## src/rtl/keypad_entry_ctrl_pkg.sv

```systemverilog
// keypad_pkg: shared types and constants for the keypad entry controller.
//   state_e        scan/debounce FSM states
//   KEY_CLEAR      code of the clear key
//   KEY_ENTER      code of the enter key
//   KEY_TABLE_4X3  index-to-code map for the default 4x3 telephone layout
package keypad_pkg;

  typedef enum logic [1:0] {
    ST_SCAN        = 2'd0,
    ST_DEB_PRESS   = 2'd1,
    ST_HELD        = 2'd2,
    ST_DEB_RELEASE = 2'd3
  } state_e;

  localparam logic [3:0] KEY_CLEAR = 4'hA;
  localparam logic [3:0] KEY_ENTER = 4'hB;

  localparam int KEY_TABLE_SIZE = 12;

  // Row-major: 1 2 3 / 4 5 6 / 7 8 9 / clear 0 enter
  localparam logic [3:0] KEY_TABLE_4X3 [KEY_TABLE_SIZE] = '{
    4'h1, 4'h2, 4'h3,
    4'h4, 4'h5, 4'h6,
    4'h7, 4'h8, 4'h9,
    KEY_CLEAR, 4'h0, KEY_ENTER
  };

endpackage

```

## src/rtl/keypad_entry_ctrl_if.sv

```systemverilog
// keypad_entry_ctrl_if: result bus from the keypad controller.
//   key_valid   one-cycle pulse per accepted press
//   key_code    code of the last accepted key
//   digit_buf   entered digits, newest in [3:0]
//   num_count   number of digits held
//   start_game  sticky flag set by enter
// master = controller side (drives), slave = consumer side.
interface keypad_entry_ctrl_if #(
  parameter int DIGITS = 2
);
  localparam int NW = $clog2(DIGITS + 1);

  logic                  key_valid;
  logic [3:0]            key_code;
  logic [4*DIGITS-1:0]   digit_buf;
  logic [NW-1:0]         num_count;
  logic                  start_game;

  modport master (
    output key_valid, key_code, digit_buf, num_count, start_game
  );

  modport slave (
    input key_valid, key_code, digit_buf, num_count, start_game
  );
endinterface

```

## src/rtl/keypad_entry_ctrl_decode.sv

```systemverilog
// keypad_decode: combinational key index to key code translation.
//   key_idx_i   row*COLS + column of the pressed key
//   key_code_o  telephone-layout code for a 4x3 pad, otherwise the raw index
module keypad_decode
  import keypad_pkg::*;
#(
  parameter int ROWS = 4,
  parameter int COLS = 3
) (
  input  logic [3:0] key_idx_i,
  output logic [3:0] key_code_o
);

  localparam bit USE_TABLE = (ROWS == 4) && (COLS == 3);

  always_comb begin
    key_code_o = key_idx_i;
    if (USE_TABLE && (key_idx_i < 4'd12)) begin
      key_code_o = KEY_TABLE_4X3[key_idx_i];
    end
  end

endmodule

```

## src/rtl/keypad_entry_ctrl.sv

```systemverilog
// keypad_entry_ctrl: matrix keypad scanner with press/release debounce and a
// small digit entry buffer.
//   clk            rising-edge clock
//   rstn           synchronous active-low reset
//   keyboard_cols  column sense lines, active high
//   keyboard_rows  one-hot row drive
//   bus            result bus (key_valid, key_code, digit_buf, num_count,
//                  start_game)
//
// state          | meaning
// ST_SCAN        | rows rotate, waiting for any column
// ST_DEB_PRESS   | rows frozen, counting stable cycles of the latched key
// ST_HELD        | key accepted, waiting for all columns low
// ST_DEB_RELEASE | counting all-low cycles before scanning again
module keypad_entry_ctrl
  import keypad_pkg::*;
#(
  parameter int ROWS            = 4,
  parameter int COLS            = 3,
  parameter int DEBOUNCE_CYCLES = 800000,
  parameter int DIGITS          = 2
) (
  input  logic                clk,
  input  logic                rstn,
  input  logic [COLS-1:0]     keyboard_cols,
  output logic [ROWS-1:0]     keyboard_rows,
  keypad_entry_ctrl_if.master bus
);

  localparam int CW = $clog2(DEBOUNCE_CYCLES + 1);
  localparam int NW = $clog2(DIGITS + 1);
  localparam int BW = 4 * DIGITS;
  localparam logic [CW-1:0] CNT_LAST = CW'(DEBOUNCE_CYCLES - 1);
  localparam logic [CW-1:0] CNT_MAX  = CW'(DEBOUNCE_CYCLES);
  localparam logic [NW-1:0] NUM_MAX  = NW'(DIGITS);

  state_e          state_q, state_d;
  logic [CW-1:0]   cnt_q, cnt_d, cnt_inc;
  logic [ROWS-1:0] rows_q, rows_d;
  logic [3:0]      idx_q, idx_d;
  logic            accept;
  logic            kv_q;
  logic [3:0]      code_q;
  logic [BW-1:0]   buf_q;
  logic [NW-1:0]   num_q;
  logic            start_q;

  logic            col_hit;
  logic [3:0]      row_sel, col_sel, cur_idx, dec_code;

  keypad_decode #(.ROWS(ROWS), .COLS(COLS)) u_decode (
    .key_idx_i  (idx_q),
    .key_code_o (dec_code)
  );

  // Descending scan so the lowest asserted column wins.
  always_comb begin
    row_sel = '0;
    col_sel = '0;
    for (int r = 0; r < ROWS; r++) begin
      if (rows_q[r]) row_sel = 4'(r);
    end
    for (int c = COLS - 1; c >= 0; c--) begin
      if (keyboard_cols[c]) col_sel = 4'(c);
    end
    col_hit = |keyboard_cols;
    cur_idx = 4'(int'(row_sel) * COLS + int'(col_sel));
  end

  assign cnt_inc = (cnt_q == CNT_MAX) ? cnt_q : cnt_q + 1'b1;

  always_comb begin
    state_d = state_q;
    cnt_d   = cnt_q;
    rows_d  = rows_q;
    idx_d   = idx_q;
    accept  = 1'b0;
    unique case (state_q)
      ST_SCAN: begin
        // A started game locks the scanner: no rotation, no new presses.
        if (!start_q) begin
          if (col_hit) begin
            state_d = ST_DEB_PRESS;
            idx_d   = cur_idx;
            cnt_d   = '0;
          end else begin
            rows_d = {rows_q[ROWS-2:0], rows_q[ROWS-1]};
          end
        end
      end
      ST_DEB_PRESS: begin
        if (!col_hit || (cur_idx != idx_q)) begin
          state_d = ST_SCAN;
          cnt_d   = '0;
        end else if (cnt_q == CNT_LAST) begin
          state_d = ST_HELD;
          cnt_d   = '0;
          accept  = 1'b1;
        end else begin
          cnt_d = cnt_inc;
        end
      end
      ST_HELD: begin
        if (!col_hit) begin
          state_d = ST_DEB_RELEASE;
          cnt_d   = '0;
        end
      end
      ST_DEB_RELEASE: begin
        if (col_hit) begin
          state_d = ST_HELD;
          cnt_d   = '0;
        end else if (cnt_q == CNT_LAST) begin
          state_d = ST_SCAN;
          cnt_d   = '0;
        end else begin
          cnt_d = cnt_inc;
        end
      end
      default: begin
        state_d = ST_SCAN;
        cnt_d   = '0;
      end
    endcase
  end

  always_ff @(posedge clk) begin
    if (!rstn) begin
      state_q <= ST_SCAN;
      cnt_q   <= '0;
      rows_q  <= ROWS'(1);
      idx_q   <= '0;
    end else begin
      state_q <= state_d;
      cnt_q   <= cnt_d;
      rows_q  <= rows_d;
      idx_q   <= idx_d;
    end
  end

  // The accepted key is applied to the buffer one cycle after key_valid.
  always_ff @(posedge clk) begin
    if (!rstn) begin
      kv_q    <= 1'b0;
      code_q  <= '0;
      buf_q   <= '0;
      num_q   <= '0;
      start_q <= 1'b0;
    end else begin
      kv_q <= accept;
      if (accept) code_q <= dec_code;
      if (kv_q) begin
        if (code_q <= 4'd9) begin
          if (num_q < NUM_MAX) begin
            buf_q <= (buf_q << 4) | BW'(code_q);
            num_q <= num_q + 1'b1;
          end else begin
            buf_q <= BW'(code_q);
            num_q <= NW'(1);
          end
        end else if (code_q == KEY_CLEAR) begin
          buf_q <= '0;
          num_q <= '0;
        end else if ((code_q == KEY_ENTER) && (num_q != '0)) begin
          start_q <= 1'b1;
        end
      end
    end
  end

  assign keyboard_rows  = rows_q;
  assign bus.key_valid  = kv_q;
  assign bus.key_code   = code_q;
  assign bus.digit_buf  = buf_q;
  assign bus.num_count  = num_q;
  assign bus.start_game = start_q;

endmodule

```

## src/flat_wrapper.sv

```systemverilog
// flat-port wrapper written by rule: the top's interface ports become plain ports
module keypad_entry_ctrl_flat import keypad_pkg::*;
#(
  parameter int ROWS            = 4,
  parameter int COLS            = 3,
  parameter int DEBOUNCE_CYCLES = 800000,
  parameter int DIGITS          = 2
)
  (clk, rstn, keyboard_cols, keyboard_rows, bus_key_valid, bus_key_code, bus_digit_buf, bus_num_count, bus_start_game);
  keypad_entry_ctrl_if #(.DIGITS(DIGITS)) bus_i ();
  input  logic clk;
  input  logic rstn;
  input  logic [COLS-1:0] keyboard_cols;
  output logic [ROWS-1:0] keyboard_rows;
  output wire logic [$bits(bus_i.key_valid)-1:0] bus_key_valid;
  output wire logic [$bits(bus_i.key_code)-1:0] bus_key_code;
  output wire logic [$bits(bus_i.digit_buf)-1:0] bus_digit_buf;
  output wire logic [$bits(bus_i.num_count)-1:0] bus_num_count;
  output wire logic [$bits(bus_i.start_game)-1:0] bus_start_game;
  assign bus_key_valid = bus_i.key_valid;
  assign bus_key_code = bus_i.key_code;
  assign bus_digit_buf = bus_i.digit_buf;
  assign bus_num_count = bus_i.num_count;
  assign bus_start_game = bus_i.start_game;
  keypad_entry_ctrl #(.ROWS(ROWS), .COLS(COLS), .DEBOUNCE_CYCLES(DEBOUNCE_CYCLES), .DIGITS(DIGITS)) u_core (.clk(clk), .rstn(rstn), .keyboard_cols(keyboard_cols), .keyboard_rows(keyboard_rows), .bus(bus_i));
endmodule
```

## config.mk

```make
export PLATFORM = sky130hd
export DESIGN_NAME = keypad_entry_ctrl_flat
export DESIGN_NICKNAME = d
export VERILOG_FILES = /design/src/rtl/keypad_entry_ctrl_pkg.sv /design/src/rtl/keypad_entry_ctrl_if.sv /design/src/rtl/keypad_entry_ctrl_decode.sv /design/src/rtl/keypad_entry_ctrl.sv /design/src/flat_wrapper.sv
export SDC_FILE = /design/constraint.sdc
export NUM_CORES = 1
export LEC_CHECK = 0
export BUFFER_PORTS_ARGS = -buffer_cell sky130_fd_sc_hd__buf_4
export CAP_MARGIN = 20
export CORE_AREA = 2 2 72 74
export CTS_CLUSTER_SIZE = 40
export DETAILED_ROUTE_END_ITERATION = 10
export DIE_AREA = 0 0 74 76
export GPL_TIMING_DRIVEN = 0
export HOLD_SLACK_MARGIN = 0.03
export PLACE_DENSITY = 0.86
export SETUP_SLACK_MARGIN = 0.02
export SLEW_MARGIN = 30
export SYNTH_ARGS = -nofsm -noshare
export SYNTH_HDL_FRONTEND = slang
export SYNTH_SLANG_ARGS = --single-unit
```

## constraint.sdc

```tcl
create_clock -name clk -period 3.5 [get_ports clk]
set_clock_uncertainty 0.2 [all_clocks]
set_input_delay 0.525 -clock clk [delete_from_list [all_inputs] [get_ports clk]]
set_output_delay 0.525 -clock clk [all_outputs]
set_load 0.005 [all_outputs]
```

Yosys cells after proc, flatten, opt, wreduce, memory -nomap -nowiden. Memories as Yosys holds them, arrays and structs flattened. Cells that the tools add are included.

Multiplexer cells: 34. Equality and inequality tests: 13. Add/sub/neg operators: 3. Bitwise gates (word level): 6. $mul: 1. Magnitude comparators: 4. Reductions and logical operators: 13.

Operators with widths (count): 20-bit 2-to-1 mux (7); 20-bit case mux with 4 select lines (1); 20-bit == test (second input constant) (2); 2-bit 2-to-1 mux (13); 8-bit 2-to-1 mux (3); 20-bit by 1-bit adder with 20-bit output (second input constant) (1); 4-bit 2-to-1 mux (5); 3-bit AND reduction (3); 4-bit == test (second input constant) (2); 8-bit by 4-bit OR with 8-bit output (1); 2-bit case mux with 4 select lines (1); 3-bit by 1-bit != test with 1-bit output (second input constant) (2); 5-bit >= comparator (second input constant) (1); 4-bit NOT with 5-bit output (1); 5-bit AND reduction (1); 4-bit by 3-bit adder with 4-bit output (1); 2-bit == test (second input constant) (2); 4-bit less-or-equal comparator (second input constant) (1); 4-bit < comparator (second input constant) (1); 4-bit by 2-bit multiplier with 4-bit output (second input constant) (1); 1-bit 2-to-1 mux (4); 2-bit != test (second input constant) (2); 4-bit != test (1); 1-bit NOT (4); other kinds (12) (13).

ROM bits: 64. Input bits: 5. Flip-flop bits (word level): 46. Word-level logic and storage cells: 84. Memories kept: 1. Output and inout port bits: 20.

Memory list: (name not given) (words 16, bits a word 4, read ports 1, clocked after memory_dff 0, wr ports 0, RTL line keypad_entry_ctrl_decode.sv:19) `key_code_o = KEY_TABLE_4X3[key_idx_i];`.

Logic depth before layout (Yosys ltp). Gate-level depths: netlist of run 1.

Word-level depth: 9. Mapped depth: 15. Depth with buffers taken out: 13.

Cells and area by module. Synthesis of run 1 repeated with hierarchy kept, for this count alone.

Cell total of the unflattened synthesis: 294. Area, all modules: 2496.1 um2.

Modules (own cells, without submodules): keypad_entry_ctrl (area each 2382.3 um2, cells each 280, instances 1, seq. area each 920.9 um2); keypad_decode (area each 113.9 um2, cells each 14, instances 1, seq. area each 0.0 um2).

Worst setup path before layout of run 1. Ideal clock, no wire load.

Path type: input to register. Start: input keyboard_cols[1]. End: register u_core.cnt_q[0]. Library setup time: 0.139 ns. Setup slack: 0.173 ns. Buffers on the path: 2. Data required time: 3.161 ns. Cell stages on the path: 14. Arrival time: 2.988 ns. Cells stage by stage: nor2_1 > nand2_1 > fa_1 > inv_1 > ha_1 > inv_1 > fa_1 > xnor2_1 > nor4_4 > a32o_1 > buf_6 > a21oi_4 > buf_6 > nor3_1.

Word-level cells in the longest chain between the ends: 7. Elaborated cells on any way between the ends: 13. Those cells by class: add/sub (1); eq/ne (3); mux (5); reduce/logical (4).

Ends and longest elaborated chain: start, declared (RTL line flat_wrapper.sv:13) `input logic [COLS-1:0] keyboard_cols;`; 2-bit 2-to-1 mux (2 in a row) (RTL line keypad_entry_ctrl.sv:64) `if (keyboard_cols[c]) col_sel = 4'(c);`; 4-bit by 3-bit adder with 4-bit output (RTL line keypad_entry_ctrl.sv:67) `cur_idx = 4'(int'(row_sel) * COLS + int'(col_sel));`; 4-bit != test (RTL line keypad_entry_ctrl.sv:92) `if (!col_hit || (cur_idx != idx_q)) begin`; 1-bit logical OR (RTL line keypad_entry_ctrl.sv:92); 20-bit 2-to-1 mux (RTL line keypad_entry_ctrl.sv:92); 20-bit case mux with 4 select lines (RTL line keypad_entry_ctrl.sv:78) `unique case (state_q)`; end signal, assigned (RTL line keypad_entry_ctrl.sv:135) `cnt_q <= cnt_d;`; end, declared (RTL line keypad_entry_ctrl.sv:38) `logic [CW-1:0] cnt_q, cnt_d, cnt_inc;`.

Parallel ways exist; a longest one is shown, timed or not. A chain may end at the register's enable or synchronous reset.

Worst setup path in the final report of run 1.
Start: register u_core.rows_q[2] (netlist: u_core.keyboard_rows[2]). End: register u_core.code_q[0] (netlist: u_core.bus.key_code[0]).

Word-level cells in the longest chain between the ends: 8.

Ends and longest elaborated chain: start, declared (RTL line keypad_entry_ctrl.sv:39) `logic [ROWS-1:0] rows_q, rows_d;`; start signal, assigned (RTL line keypad_entry_ctrl.sv:136) `rows_q <= rows_d;`; 4-bit 2-to-1 mux (2 in a row) (RTL line keypad_entry_ctrl.sv:61) `if (rows_q[r]) row_sel = 4'(r);`; 4-bit by 2-bit multiplier with 4-bit output (RTL line keypad_entry_ctrl.sv:67); 4-bit by 3-bit adder with 4-bit output (RTL line keypad_entry_ctrl.sv:67); 4-bit != test (RTL line keypad_entry_ctrl.sv:92); 1-bit logical OR (RTL line keypad_entry_ctrl.sv:92); 1-bit 2-to-1 mux (RTL line keypad_entry_ctrl.sv:92); 1-bit 2-to-1 mux (RTL line keypad_entry_ctrl.sv:78); end signal, assigned (RTL line keypad_entry_ctrl.sv:151) `if (accept) code_q <= dec_code;`; end, declared (RTL line keypad_entry_ctrl.sv:43) `logic [3:0] code_q;`.

Every way passes these cells.

==> impl_metrics.py, run 1 <==
metrics = {
    "status": {
        "outcome": "finished, final reports clean",
    },
    "finish": {
        "multi_input_area_um2": 1613,
        "seq_area_um2": 924.6,
        "final_cells": 392,
        "finalNetCount": 335,
        "fill_cells": 393,
        "drive_gt1_frac": 0.2547,
        "design_area_um2": 3050,
        "area_delta_synth_final_pct": 17.16,
        "diodes": 0,
        "fin_util": 0.6210,
    },
    "logic_synthesis": {
        "synthFlopType": "dfxtp_1",
        "synth-simple-area-share": 0.2898,
        "synthCells": 286,
        "postSynthAreaPerCell_um2": 9.104,
        "synth_cell_types": 62,
        "synth_area_um2": 2604,
        "seq_area_frac_synth": 0.3537,
        "syn-num-nets": 300,
        "synth.mux.area_fraction": 0.03508,
        "synth_edf_count": 0,
        "synth-async-reset-ratio": 0,
        "synth_compound_gate_area_share": 0.1821,
        "synth-seq-cells": 46,
        "synth_xor_area_frac": 0.04373,
        "synth_top_family_by_area": "simple AND/OR/NAND/NOR gates",
        "yosysWarnings": 0,
        "synthAdderAreaFrac": 0.04901,
    },
    "floorplanning": {
        "io_pins": 25,
        "core_um2": 4912,
        "die_area_um2": 5624,
        "placement_rows": 26,
        "initial_core_util": 0.5301,
        "fp.dieW_um": 74,
        "die_y_um": 76,
    },
    "timing": {
        "setup_violations": 0,
        "fin_crit_sh": 0.9538,
        "worstMarginPinSlew_ns": 0.7584,
        "clock.fmax_mhz": 299.6,
        "hold_violations": 0,
        "rsz0062_at_grt": "true",
        "whs_ns": 0.2514,
        "slew_headroom": 0.4944,
        "final_max_slew_viol_count": 0,
        "period_minus_slack_ns": 3.338,
    },
    "detailed_routing": {
        "vias": 2219,
        "drc": 0,
        "drtAntennaViolNets": 0,
        "drtIter0Drc": 97,
        "via_per_inst": 5.661,
        "drtPass1Iterations": 4,
        "routedWlPerCell_um": 14.09,
        "drt_wl_total_um": 5525,
    },
    "clocking": {
        "numCtsBuffers": 5,
        "cts_root_buf": "clkbuf_8",
        "ctsHoldBuffers": 0,
        "cts_sinks": 46,
        "clock_latency_ns": 0.31,
        "cts.htree.levels": 2,
        "clk_path_buf_depth": 2,
        "cts_tree": "yes",
        "clkTransAtPathRegs_ns": 0.09,
    },
    "placement": {
        "place_area_um2": 2872,
        "gp_congestion": 0.8581,
        "placed_cells": 380,
        "dp_hpwl_um": 3993,
        "io_buffers": 24,
    },
    "critical_path": {
        "start_kind": "flop",
        "crit_fanout": 5,
        "path_buf_inv": 6,
        "reg2reg_depth": 15,
        "crit_top_cell": "inv_1",
        "r2r_start": "u_core.keyboard_rows[2]",
        "critPathKind": "flop to flop",
        "cp-end-kind": "flop",
        "max_stage_delay_ns": 0.52,
        "reg2reg_to": "u_core.bus.key_code[0]",
        "arrival_ns": 3.32,
        "cp_slowest_cell": "fa_1",
        "r2r_slack_ns": 0.16,
        "crit_family": "adder cells",
        "path_cells": "inv_1, a21o_1, inv_1, fa_1, inv_1, ha_1, inv_1, fa_2, xnor2_2, nor4_4, buf_4, nand4_4, buf_4, mux2i_1, nor2_1",
        "critical_path_required_ns": 3.48,
    },
    "pwr": {
        "p_leak_uw": 0.001137,
        "p_per_area_nw_per_um2": 335.3,
        "vdd_ir_drop_max_mv": 0.1928,
    },
    "global_route": {
        "grt_overflow_total": 0,
        "grt_pass1_vias": 2027,
        "grt_util_all_layers": 0.2034,
        "grt_antenna_before_repair": 0,
        "grt_max_degree": 17,
        "grt_pass1_wl_um": 9114,
    },
    "flow_run": {
        "drv_cap": 0,
    },
    "min_path": {
        "holdPathStages": 2,
        "hp-start": "rstn",
        "min_to": "u_core.keyboard_rows[0]",
        "min_path_type": "primary input to flop",
    },
}
-- state kept, by name, indices dropped and copies added (netlist names) --
signal and flops:
u_core.bus.key_code 4, u_core.bus.num_count 2, u_core.bus.key_valid 1, u_core.bus.digit_buf 8, u_core.keyboard_rows 4, u_core.cnt_q 20
u_core.idx_q 4, u_core.bus.start_game 1, u_core.state_q 2
-- power breakdown --
part	internal (µW)	switching, µW	total, µW	leakage (µW)
combinational	57.1	84.0	141	0.000719
clock	144	196	341	0.0000447
sequential	531	10.2	541	0.000373
total	732	290	1020	0.00114
-- worst max-delay path by stage --
| stage | slack [ns] | cells after the start | from | endpoint |
|---|---|---|---|---|
| final | 0.16 | 15 | u_core.keyboard_rows[2] | u_core.bus.key_code[0] |
| after global routing | -0.01 | 15 | u_core.keyboard_rows[2] | u_core.bus.key_code[0] |
| after CTS | 0.08 | 14 | u_core.keyboard_rows[1] | u_core.cnt_q[8] |
| after detailed placement | -0.22 | 15 | keyboard_cols[1] | u_core.cnt_q[0] |
| after global placement | -0.18 | 15 | keyboard_cols[1] | u_core.cnt_q[0] |
| after floorplan | 0.17 | 14 | keyboard_cols[1] | u_core.cnt_q[0] |
-- area by class of cell --
class / instances / area share
Multi-Input combinational cell: 217 / 0.5287
Tap cell: 70 / 0.02871
Clock inverter: 3 / 0.008203
Buffer: 12 / 0.02625
Timing Repair Buffer: 28 / 0.06891
Sequential cell: 46 / 0.3031
Inverter: 11 / 0.01354
Clock buffer: 5 / 0.02256
-- cell families after synthesis --
kind of cell / after synthesis
xor gates and xnor gates: 13
muxes: 9
AOI/OAI and AO/OA: 59
DFF: 46
adders and majority gates: 9
buffers and inverters: 23
and+or+nand+nor: 127
-- cell usage after synthesis (5+ instances only) --
library cell	n	area [µm²]
nand2_1	22	82.58
o21ai_0	12	60.06
xor2_1	9	78.83
ha_1	7	87.58
dfxtp_1	46	920.9
a211oi_1	5	37.54
nor3_2	8	80.08
nor2b_1	6	37.54
inv_1	11	41.29
nand4_1	8	50.05
clkbuf_1	5	18.77
nor3_1	10	50.05
a21oi_1	12	60.06
mux2i_1	8	80.08
nand3_1	15	75.07
or3_1	5	31.28
nor2_1	27	101.4
-- per-layer routing --
metal | vias up | wire (µm) | global-route usage
met4 | 0 | 80 | 0.07636
met5 | - | 0 | 0
met3 | 8 | 210 | 0.05159
li1 | 1106 | - | -
met2 | 48 | 2733 | 0.3384
met1 | 1057 | 2501 | 0.2481
-- placed cells by master, fill, tap and decap left out, types with 5 or more instances in the layout --
cell type and count:
clkbuf_8 5, dfxtp_1 43, nand4_1 8, nor2b_1 6, nor2_1 27, o21ai_0 12, inv_1 11, nor3_2 11
nand2_1 22, a21oi_1 12, xor2_1 9, or3_1 5, a211oi_2 5, mux2i_1 8, nor3_1 7, ha_1 7
nand3_1 15, buf_4 30, clkbuf_1 5
-- stage by stage --
step / TNS [ns] / setup slack (ns) / total power, µW
finish: 0 / 0.1617 / 1023
global route: -0.01444 / -0.01022 / 1063
CTS: 0 / 0.08161 / 1020
detailed placement: -2.213 / -0.2191 / 680.6
global placement: -1.778 / -0.1785 / 676.7
floorplan: 0 / 0.1725 / 648.3
-- what timing repair did --
action                                  4_1_cts  5_1_grt
pin swaps                                     1        4
buffers inserted                              1        3
gates resized for setup                       0       13
endpoints found under the setup margin       10       19
Note: power is estimated with default switching activity, not from simulation.
==> run 2: changes to the inputs <==
--- a/config.mk
+++ b/config.mk
@@ -5,6 +5,7 @@
 export SDC_FILE = /design/constraint.sdc
 export NUM_CORES = 1
 export LEC_CHECK = 0
+export ABC_CLOCK_PERIOD_IN_PS = 3500
 export BUFFER_PORTS_ARGS = -buffer_cell sky130_fd_sc_hd__buf_4
 export CAP_MARGIN = 20
 export CORE_AREA = 2 2 72 74
@@ -13,6 +14,7 @@
 export DIE_AREA = 0 0 74 76
 export GPL_TIMING_DRIVEN = 0
 export HOLD_SLACK_MARGIN = 0.03
+export MAX_ROUTING_LAYER = met4
 export PLACE_DENSITY = 0.86
 export SETUP_SLACK_MARGIN = 0.02
 export SLEW_MARGIN = 30
==> run 2 against run 1 <==
Critical path depth unchanged. First-iteration DRC count up 32%. Die area unchanged. Sequential power about the same. Clock power about the same. Largest power group unchanged.
==> impl_metrics.py, run 2 (synthesized netlist as in run 1, its figures left out) <==
metrics = {
    "status": {
        "outcome": "finished, final reports clean",
    },
    "timing": {
        "fin_setup_tns_ns": 0,
        "clock.fmax_mhz": 299.6,
        "slew_headroom": 0.4934,
        "rsz0062_at_grt": "true",
        "setup_violations": 0,
        "worstMarginPinSlew_ns": 0.7598,
        "final_max_slew_viol_count": 0,
        "hold_violations": 0,
        "fin_crit_sh": 0.9535,
        "period_minus_slack_ns": 3.337,
    },
    "detailed_routing": {
        "drtPass1Iterations": 4,
        "via_per_inst": 5.663,
        "drtIter0Drc": 128,
        "routedWlPerCell_um": 14.08,
        "wl_met3_um": 189,
        "maxUsedRoutingLayer": "met4",
        "wl_met1_um": 2497,
        "drtAntennaViolNets": 0,
        "vias": 2220,
        "drc": 0,
        "routed-wl-met2_um": 2752,
        "drt_wl_total_um": 5520,
    },
    "critical_path": {
        "path_cells": "inv_1, a21o_1, inv_1, fa_1, inv_1, ha_1, inv_1, fa_2, xnor2_2, nor4_4, buf_4, nand4_4, buf_4, mux2i_1, nor2_1",
        "start_kind": "flop",
        "crit_fanout": 5,
        "crit_top_cell": "inv_1",
        "cp_slowest_cell": "fa_1",
        "arrival_ns": 3.32,
        "path_buf_inv": 6,
        "critical_path_required_ns": 3.48,
        "crit_family": "adder cells",
        "max_stage_delay_ns": 0.52,
        "critPathKind": "flop to flop",
        "cp-end-kind": "flop",
        "r2r_slack_ns": 0.16,
    },
    "global_route": {
        "grt_max_degree": 17,
        "grt_overflow_total": 0,
        "grt_antenna_before_repair": 0,
        "grt_pass1_wl_um": 9101,
        "grt_util_all_layers": 0.2087,
        "grt_pass1_vias": 2031,
    },
    "finish": {
        "design_area_um2": 3050,
        "drive_gt1_frac": 0.2547,
        "area_delta_synth_final_pct": 17.16,
        "multi_input_area_um2": 1613,
        "final_cell_mix": "dfxtp_1 (43), buf_4 (30), nor2_1 (27), nand2_1 (22), nand3_1 (15)",
        "diodes": 0,
        "seq_area_um2": 924.6,
        "finalNetCount": 335,
        "final_cells": 392,
        "fill_cells": 393,
        "largest_reg_flops": 20,
        "layout_commonest_cell": "dfxtp_1",
        "largest-register": "u_core.cnt_q",
    },
    "flow_run": {
        "drv_cap": 0,
    },
    "floorplanning": {
        "fp.dieW_um": 74,
        "die_area_um2": 5624,
        "die_y_um": 76,
        "placement_rows": 26,
        "io_pins": 25,
        "core_um2": 4912,
        "initial_core_util": 0.5301,
    },
    "clocking": {
        "cts_tree": "yes",
        "numCtsBuffers": 5,
        "clock_latency_ns": 0.31,
        "cts_sinks": 46,
        "clk_path_buf_depth": 2,
        "cts_root_buf": "clkbuf_8",
        "clkTransAtPathRegs_ns": 0.09,
        "cts.htree.levels": 2,
    },
    "placement": {
        "place_area_um2": 2872,
        "io_buffers": 24,
        "placed_cells": 380,
        "gp_congestion": 0.8719,
        "dp_hpwl_um": 3993,
    },
    "pwr": {
        "p_per_area_nw_per_um2": 335.3,
        "p_leak_uw": 0.001137,
        "vdd_ir_drop_max_mv": 0.1930,
    },
    "min_path": {
        "min_path_type": "primary input to flop",
    },
}
-- run 2: cell counts in the layout (fill, tap and decap cells not counted) --
Identical to the previous run, type by type.
-- run 2: timing repair --
| item | in CTS | in global routing |
|---|---|---|
| endpoints found under the setup margin | 10 | 19 |
| pin swaps | 1 | 4 |
| setup buffers | 1 | 3 |
| endpoints found under the hold margin | 0 | 0 |
| gates resized for setup | 0 | 13 |
| hold buffers | 0 | 0 |
-- run 2: routing by layer --
| metal | global-route usage | up-vias |
|---|---|---|
| li1 | - | 1107 |
| met4 | 0.07636 | 0 |
| met3 | 0.05159 | 8 |
| met1 | 0.2481 | 1059 |
| met2 | 0.3375 | 46 |
| met5 | - | - |
-- run 2: path summary, 6_finish.rpt --
kind,cells past startpoint,startpoint,to
worst min-delay path,2,rstn,u_core.keyboard_rows[0]
worst min register to register,2,u_core.bus.digit_buf[1],u_core.bus.digit_buf[1]
worst max register to register,15,u_core.keyboard_rows[2],u_core.bus.key_code[0]
worst max-delay path,15,u_core.keyboard_rows[2],u_core.bus.key_code[0]
-- run 2: metrics by stage --
step / power [µW] / util / setup WS [ns] / hold WS (ns)
2_1_floorplan: 648.3 / - / 0.1725 / 0.2608
3_3_place_gp: 676.7 / 0.5846 / -0.1785 / 0.2619
3_5_place_dp: 680.6 / 0.5846 / -0.2191 / 0.2654
6_report: 1023 / 0.6210 / 0.1627 / 0.2524
4_1_cts: 1020 / 0.6052 / 0.08161 / 0.2442
5_1_grt: 1063 / 0.6210 / -0.01022 / 0.2527
-- run 2: cell type report --
class / count / share of cell area
plain buffers: 12 / 0.02625
flip-flops and latches: 46 / 0.3031
inverters: 11 / 0.01354
well taps: 70 / 0.02871
repair buffers: 28 / 0.06891
clock inverters: 3 / 0.008203
multi-input cells: 217 / 0.5287
clock buffers: 5 / 0.02256
-- run 2: power by group --
part	internal (µW)	switching, µW	total [µW]
combinational	57.1	84.0	141
sequential	531	10.2	541
clock	144	196	341
==> run 3: changes to the inputs <==
--- a/config.mk
+++ b/config.mk
@@ -6,16 +6,16 @@
 export NUM_CORES = 1
 export LEC_CHECK = 0
 export ABC_CLOCK_PERIOD_IN_PS = 3500
-export BUFFER_PORTS_ARGS = -buffer_cell sky130_fd_sc_hd__buf_4
 export CAP_MARGIN = 20
-export CORE_AREA = 2 2 72 74
+export CORE_AREA = 2 2 90 92
 export CTS_CLUSTER_SIZE = 40
 export DETAILED_ROUTE_END_ITERATION = 10
-export DIE_AREA = 0 0 74 76
+export DIE_AREA = 0 0 92 94
+export DONT_BUFFER_PORTS = 1
 export GPL_TIMING_DRIVEN = 0
 export HOLD_SLACK_MARGIN = 0.03
 export MAX_ROUTING_LAYER = met4
-export PLACE_DENSITY = 0.86
+export PLACE_DENSITY = 0.6
 export SETUP_SLACK_MARGIN = 0.02
 export SLEW_MARGIN = 30
 export SYNTH_ARGS = -nofsm -noshare
==> run 3 against run 2 <==
Combinational power up 13%. First-iteration DRC count down 20%. Flip-flop and latch count unchanged. Hold slack worse by 0.16 ns. Sequential share of layout area about the same. Sequential power about the same. Largest power group unchanged. Clock power about the same. Power up 1.4%. Cell area up 0.20%.
==> impl_metrics.py, run 3 (synthesized netlist as in run 1, its figures left out) <==
metrics = {
    "detailed_routing": {
        "drtAntennaViolNets": 0,
        "via_per_inst": 5.437,
        "drt_wl_total_um": 5932,
        "drc": 0,
        "drtPass1Iterations": 4,
        "drtIter0Drc": 103,
        "routedWlPerCell_um": 14.57,
        "vias": 2213,
    },
    "critical_path": {
        "crit_fanout": 8,
        "critical_path_required_ns": 3.46,
        "arrival_ns": 3.33,
        "start_kind": "flop",
        "cp-end-kind": "flop",
        "critPathKind": "flop to flop",
    },
    "finish": {
        "seq_area_um2": 927.1,
        "final_cells": 407,
        "finalNetCount": 318,
        "largest_reg_flops": 20,
        "area_delta_synth_final_pct": 17.40,
        "multi_input_area_um2": 1672,
        "diodes": 0,
        "largest-register": "u_core.cnt_q",
        "layout_commonest_cell": "dfxtp_1",
        "drive_gt1_frac": 0.2295,
        "final_cell_mix": "dfxtp_1 (43), nor2_1 (26), nand2_1 (22), nand3_1 (15), o21ai_0 (12)",
        "fill_cells": 777,
    },
    "floorplanning": {
        "placement_rows": 32,
        "core_um2": 7607,
        "die_y_um": 94,
        "die_area_um2": 8648,
        "io_pins": 25,
        "fp.dieW_um": 92,
        "initial_core_util": 0.3423,
    },
    "pwr": {
        "p_leak_uw": 0.001111,
        "vdd_ir_drop_max_mv": 0.1431,
        "p_per_area_nw_per_um2": 339.4,
    },
    "status": {
        "outcome": "finished, final reports clean",
    },
    "placement": {
        "gp_congestion": 0.8469,
        "placed_cells": 388,
        "place_ws_ns": -0.1063,
        "dp_hpwl_um": 4206,
        "io_buffers": 0,
    },
    "global_route": {
        "grt_util_all_layers": 0.1465,
        "grt_pass1_vias": 2134,
        "grt_pass1_wl_um": 10010,
        "grt_overflow_total": 0,
        "grt_max_degree": 17,
        "grt_antenna_before_repair": 0,
    },
    "timing": {
        "slew_headroom": 0.2919,
        "period_minus_slack_ns": 3.371,
        "clock.fmax_mhz": 296.6,
        "fin_crit_sh": 0.9632,
        "rsz0062_at_grt": "true",
        "setup_violations": 0,
        "worstMarginPinSlew_ns": 1.062,
        "fin_ws_ns": 0.1288,
        "final_max_slew_viol_count": 0,
        "hold_violations": 0,
    },
    "clocking": {
        "cts_sinks": 46,
        "numCtsBuffers": 5,
        "cts_root_buf": "clkbuf_8",
        "cts_tree": "yes",
        "cts.htree.levels": 2,
        "clock_latency_ns": 0.30,
        "clk_path_buf_depth": 2,
        "clkTransAtPathRegs_ns": 0.09,
    },
    "min_path": {
        "min_path_type": "primary input to flop",
    },
    "flow_run": {
        "drv_cap": 0,
    },
}
run 3: final cells by class:
cell class,count,share of cell area
well taps,102,0.04175
clock buffers,5,0.02251
inverters,11,0.01351
clock inverters,3,0.008187
flip-flops and latches,46,0.3033
plain buffers,12,0.02743
multi-input cells,217,0.5469
repair buffers,11,0.03643
run 3: repair_timing:
item | CTS | global route
hold buffers | 0 | 0
pin swaps | 1 | 23
resized for setup | 1 | 31
hold endpoints to repair | 0 | 0
setup buffers | 2 | 8
setup endpoints to repair | 11 | 21
cloned | 0 | 1
run 3: final timing paths:
check,cells past startpoint,start,slack [ns],end
worst max-delay path,15,u_core.keyboard_rows[2],0.13,u_core.cnt_q[11]
worst min-delay path,1,rstn,0.1,u_core.keyboard_rows[0]
worst max register to register,15,u_core.keyboard_rows[2],0.13,u_core.cnt_q[11]
worst min register to register,2,u_core.keyboard_rows[1],0.29,u_core.keyboard_rows[1]
run 3: worst max-delay path: stages, from the launching register on:
cell and delay [ns]:
dfxtp_4 0.39, inv_2 0.03, a21o_1 0.19, inv_2 0.06
fa_1 0.39, inv_1 0.07, ha_2 0.16, inv_2 0.04
fa_2 0.57, xnor2_2 0.15, nor4_4 0.08, a32o_2 0.23
buf_6 0.14, a21oi_4 0.27, clkbuf_16 0.23, nor3_4 0.03
run 3: metal layers:
layer / global-route usage / vias up / part of all wire
met4: 0.04975 / 0 / 0.018
met2: 0.2500 / 40 / 0.49
met3: 0.03371 / 8 / 0.041
met5: - / - / 0
met1: 0.1709 / 1087 / 0.45
li1: - / 1078 / -
run 3: where the power goes:
group	total (µW)	switching, µW	leakage [µW]	internal [µW]
Sequential	540	10.2	0.000373	530
Clock	339	194	0.0000447	144
Combinational	159	90.7	0.000693	67.9
run 3: per-stage QoR:
step / power, µW / cell area (µm²) / util / setup TNS, ns / hold WS [ns]
final: 1038 / 3057 / 0.4018 / 0 / 0.09617
after global routing: 1087 / 3057 / 0.4018 / -0.06989 / 0.1056
after CTS: 1019 / 2849 / 0.3745 / 0 / 0.09025
after detailed placement: 672.3 / 2731 / 0.3590 / -0.9558 / 0.2975
after global placement: 669.8 / 2731 / 0.3590 / -0.5967 / 0.2876
after floorplan: 648.3 / 2604 / - / 0 / 0.2608
